### src/rtl/pixel_stream_source.sv
// pixel_stream_source: raster frame-buffer reader (start/pause in, BRAM read port, pixel strobe with eol/frame_done out)
module pixel_stream_source #(
  parameter int WIDTH     = 8,
  parameter int ROWS      = 5,
  parameter int COLS      = 6,
  parameter int ADDR_BITS = 10,
  parameter int GAP       = 0
) (
  input  logic                 clk,
  input  logic                 reset,
  input  logic                 start,
  input  logic                 pause,
  output logic                 mem_rd_en,
  output logic [ADDR_BITS-1:0] mem_addr,
  input  logic [WIDTH-1:0]     mem_rd_data,
  output logic [WIDTH-1:0]     data_out,
  output logic                 data_out_done,
  output logic                 data_out_eol,
  output logic                 busy,
  output logic                 frame_done
);
  localparam int N  = ROWS * COLS;
  localparam int GW = $clog2(GAP + 2);
  localparam int CW = $clog2(COLS + 1);
  typedef enum logic [1:0] {IDLE, RUN, DRAIN} state_t;
  state_t state_q, state_d;
  logic [ADDR_BITS-1:0] addr_q, addr_d;
  logic [GW-1:0] gap_q, gap_d;
  logic [CW-1:0] col_q, col_d;
  logic s1_v_q, s1_v_d, s1_eol_q, s1_eol_d, s1_last_q, s1_last_d;
  logic [WIDTH-1:0] data_q, data_d;
  logic done_q, done_d, eol_q, eol_d, fd_q, fd_d;
  logic rd, last, col_end;
  always_comb begin
    rd        = state_q == RUN && gap_q == '0 && !pause;
    last      = addr_q == ADDR_BITS'(N - 1);
    col_end   = col_q == CW'(COLS - 1);
    state_d   = state_q;
    addr_d    = addr_q;
    gap_d     = gap_q;
    col_d     = col_q;
    if (state_q == IDLE && start) begin
      state_d = RUN;
      addr_d  = '0;
      gap_d   = '0;
      col_d   = '0;
    end
    if (state_q == RUN) begin
      if (rd) begin
        addr_d  = last ? '0 : addr_q + 1'b1;
        gap_d   = GW'(GAP);
        col_d   = col_end ? '0 : col_q + 1'b1;
        state_d = last ? DRAIN : RUN;
      end else if (gap_q != '0) begin
        gap_d = gap_q - 1'b1;
      end
    end
    // stage 1 empty means the final strobe is in stage 2 this cycle
    if (state_q == DRAIN && !s1_v_q) state_d = IDLE;
    s1_v_d    = rd;
    s1_eol_d  = rd && col_end;
    s1_last_d = rd && last;
    done_d    = s1_v_q;
    data_d    = s1_v_q ? mem_rd_data : data_q;
    eol_d     = s1_v_q && s1_eol_q;
    fd_d      = s1_v_q && s1_last_q;
  end
  always_ff @(posedge clk) begin
    if (reset) begin
      state_q   <= IDLE;
      addr_q    <= '0;
      gap_q     <= '0;
      col_q     <= '0;
      s1_v_q    <= 1'b0;
      s1_eol_q  <= 1'b0;
      s1_last_q <= 1'b0;
      data_q    <= '0;
      done_q    <= 1'b0;
      eol_q     <= 1'b0;
      fd_q      <= 1'b0;
    end else begin
      state_q   <= state_d;
      addr_q    <= addr_d;
      gap_q     <= gap_d;
      col_q     <= col_d;
      s1_v_q    <= s1_v_d;
      s1_eol_q  <= s1_eol_d;
      s1_last_q <= s1_last_d;
      data_q    <= data_d;
      done_q    <= done_d;
      eol_q     <= eol_d;
      fd_q      <= fd_d;
    end
  end
  assign mem_rd_en     = rd;
  assign mem_addr      = addr_q;
  assign data_out      = data_q;
  assign data_out_done = done_q;
  assign data_out_eol  = eol_q;
  assign frame_done    = fd_q;
  assign busy          = state_q != IDLE;
endmodule

### config.mk
export PLATFORM = sky130hd
export DESIGN_NAME = pixel_stream_source
export DESIGN_NICKNAME = d
export VERILOG_FILES = /design/src/rtl/pixel_stream_source.sv
export SDC_FILE = /design/constraint.sdc
export NUM_CORES = 1
export LEC_CHECK = 0
export CAP_MARGIN = 20
export CORE_MARGIN = 5
export CORE_UTILIZATION = 46
export CTS_CLUSTER_DIAMETER = 40
export DETAILED_ROUTE_END_ITERATION = 8
export MAX_ROUTING_LAYER = met4
export PLACE_DENSITY_LB_ADDON = 0.25
export SYNTH_ARGS = -nofsm -noshare
export SYNTH_HDL_FRONTEND = slang
export SYNTH_SLANG_ARGS = --single-unit
### constraint.sdc
create_clock -name clk -period 2.19 [get_ports clk]
set_input_delay 0.5475 -clock clk [delete_from_list [all_inputs] [get_ports clk]]
set_output_delay 0.5475 -clock clk [all_outputs]
set_load 0.005 [all_outputs]
==> results.json <==
{
  "pre_cts_ws_ns": -0.418,
  "grt_pass1_wl_um": 4750,
  "cts_sinks": 30,
  "cap_violations": 0,
  "synth_simple_gate_area_share_pct": 20.8,
  "route.detailed.drc": 0,
  "wl_per_cell_um": 13.8,
  "p_per_area_nw_per_um2": 562,
  "p_int_uw": 723,
  "holdBufCountCts": 0,
  "finalSetupViolations": 0,
  "viasPerCell": 5.42,
  "worstSkewPairLatency_ns": 0.33,
  "mostFrequentLayoutCells": "32 x clkdlybuf4s50_1, 30 x dfxtp_1, 18 x nor2_1",
  "cts_made_buffers": 5,
  "syn_nets": 149,
  "p_clk_share_pct": 31.1,
  "max_freq_ghz": 0.477,
  "grt_max_degree": 24,
  "critical_path_class": "in2out",
  "synth.area.mux_share_pct": 7.28,
  "nFillCells": 233,
  "synth_compound_area_share_pct": 17.1,
  "dp_hpwl_um": 2090,
  "htreeDepth": 2,
  "area_growth_pct": 37.1,
  "routabilityCongestion": 0.811,
  "synth_top_family_by_area": "simple AND/OR/NAND/NOR gates",
  "status": "complete, no violations",
  "io_pins": 35,
  "detail_route.first_pass.iterations": 4,
  "die_x_um": 61.9,
  "die_area_um2": 3830,
  "seq_area_frac_synth_pct": 48.5,
  "synth_top_area_cell": "dfxtp_1",
  "netlist_area_um2": 1240,
  "ys_warn_count": 0,
  "swShare_pct": 24.1,
  "final_max_slew_viol_count": 0,
  "clock_skew_ns": 0.00333,
  "worst_slack_ns": 0.0937,
  "ys_seq_elements": 30,
  "sequentialPowerShare_pct": 59.2,
  "p_comb_share_pct": 9.8,
  "antenna_found_initial": 0,
  "p_leak_uw": 0.000624,
  "hold_viol": 0,
  "cts_max_path_buffers": 2,
  "drt-initial-drc-count": 41,
  "vdd_ir_drop_max_mv": 0.548,
  "endpoint_kind": "output port",
  "cp_max_fo": 2,
  "worst_ep_required_time_ns": 1.64,
  "rsz0062_at_grt": "false",
  "start_util_pct": 49.1,
  "period_needed_ns": 2.10,
  "grt_overflow": 0,
  "cp.arrival_ns": 1.55,
  "synth_area_leaders": "dfxtp_1 49%, mux2i_1 7.3%, nor2_1 5.5%",
  "first_global_vias": 1118,
  "wl_um": 2880,
  "synth_top_area_share_pct": 48.5,
  "n_antenna_cell": 0,
  "core_um2": 2520,
  "worst_pin_slew_ns": 0.500,
  "numPortBuffers": 34,
  "timing.setup.tns_ns": 0,
  "antenna_left": 0,
  "final_layout_size_suffix_gt1_share_pct": 11.7,
  "clk_pin_slew_ns": 0.09,
  "hold_path.class": "reg2reg",
  "multi_input_area_um2": 588,
  "final_common_cell": "clkdlybuf4s50_1",
  "synthXorXnorAreaFrac_pct": 0,
  "start_kind": "primary input",
  "switching_power_uw": 230,
  "cts-root-buf": "clkbuf_4",
  "cts_setup_buffers": 0,
  "vias": 1133,
  "regArea_um2": 601,
  "rows": 18,
  "grt_usage_pct": 17.8,
  "syn_inst": 135,
  "slew_headroom_pct": 66.6,
  "syn_avg_cell_area_um2": 9.17,
  "synthAdderAreaFrac_pct": 2.02,
  "fin_nets": 193,
  "cts_tree": "yes",
  "period_share_pct": 95.7,
  "ys_types": 35,
  "dieHeight_um": 61.9
}
[timing repair]
action | 4_1_cts | 5_1_grt
resized for setup | 5 | 0
endpoints found under the setup margin | 1 | 0
endpoints found under the hold margin | 0 | 0
[area by class of cell]
class                   count  share of cell area (%)
repair buffers             41                    23.2
well taps                  30                    2.21
clock inverters             2                   0.590
multi-input cells          93                    34.7
clock buffers               5                    2.21
inverters                   8                    1.77
flip-flops and latches     30                    35.4
[Yosys cell counts]
cell	n
nor2_1	18
o21ai_1	4
a21oi_1	9
or4b_1	1
and2_1	3
nor4b_1	1
o21ai_0	8
inv_1	7
a22oi_1	1
nand4b_1	1
and3_1	1
nor3b_1	1
nand2b_1	2
nand2_1	5
and3b_1	1
a31oi_1	6
a311oi_1	1
a311oi_4	1
dfxtp_1	30
or2_2	1
nor3_1	1
o31a_1	1
and2b_2	1
nand4_1	2
a31o_2	1
mux2i_1	9
clkbuf_1	3
inv_2	1
ha_1	2
nand3_1	4
nor2b_1	2
a41oi_1	1
nor4_1	2
buf_6	1
or3_1	2
[metrics by stage]
step | cells | total power (uW) | utilization, % | instance area, um2 | hold WS (ns)
floorplan | 135 | 617 | - | 1240 | 0.406
global placement | 202 | 667 | 65.2 | 1650 | 0.415
detailed placement | 202 | 670 | 65.2 | 1650 | 0.418
CTS | 209 | 964 | 67.3 | 1700 | 0.446
global route | 209 | 1010 | 67.3 | 1700 | 0.462
finish | 209 | 954 | 67.3 | 1700 | 0.450
[state kept, by name, indices dropped and copies added (netlist names)]
name           flops
state_q            2
data_out_done      1
data_out_eol       1
frame_done         1
done_d             1
s1_last_q          1
col_q              3
data_out           8
mem_addr          10
gap_q              1
s1_eol_q           1
[power groups by stage]
stage	Combinational, uW	Sequential [uW]	Clock, uW
floorplan	43.1	574	0
global placement	90.0	577	0
detailed placement	93.0	577	0
CTS	93.6	565	305
global route	102	567	337
finish	93.0	564	296
[layer usage]
| metal | vias to the layer above | GRT usage [%] | share of wire, % |
|---|---|---|---|
| met1 | 530 | 19.5 | 45 |
| li1 | 566 | - | - |
| met5 | - | - | 0 |
| met3 | 6 | 7.44 | 6.0 |
| met4 | 0 | 6.67 | 1.6 |
| met2 | 31 | 28.7 | 47 |
[kinds of logic after synthesis]
kind of cell	after synthesis
AND/OR/NAND/NOR	49
AO/OA/AOI/OAI	33
flip-flops	30
buffers and inverters	12
multiplexers	9
adder cells (fa/ha/maj)	2
[final timing paths]
path         cells after the start  slack [ns]                  start                      end
max                              4        0.09                  pause                mem_rd_en
min reg2reg                      1        0.45    s1_eol_q$_SDFF_PP0_  data_out_eol$_SDFF_PP0_
max reg2reg                      6        0.33  state_q[0]$_SDFF_PP0_   mem_addr[5]$_SDFF_PP0_
min                              1        0.45    s1_eol_q$_SDFF_PP0_  data_out_eol$_SDFF_PP0_
[worst max-delay path, cell delays in order]
cell,delay [ns]
dlygate4sd2_1,0.25
or4b_4,0.49
inv_2,0.07
clkdlybuf4s15_2,0.20
(Power assumes the default switching activity.)
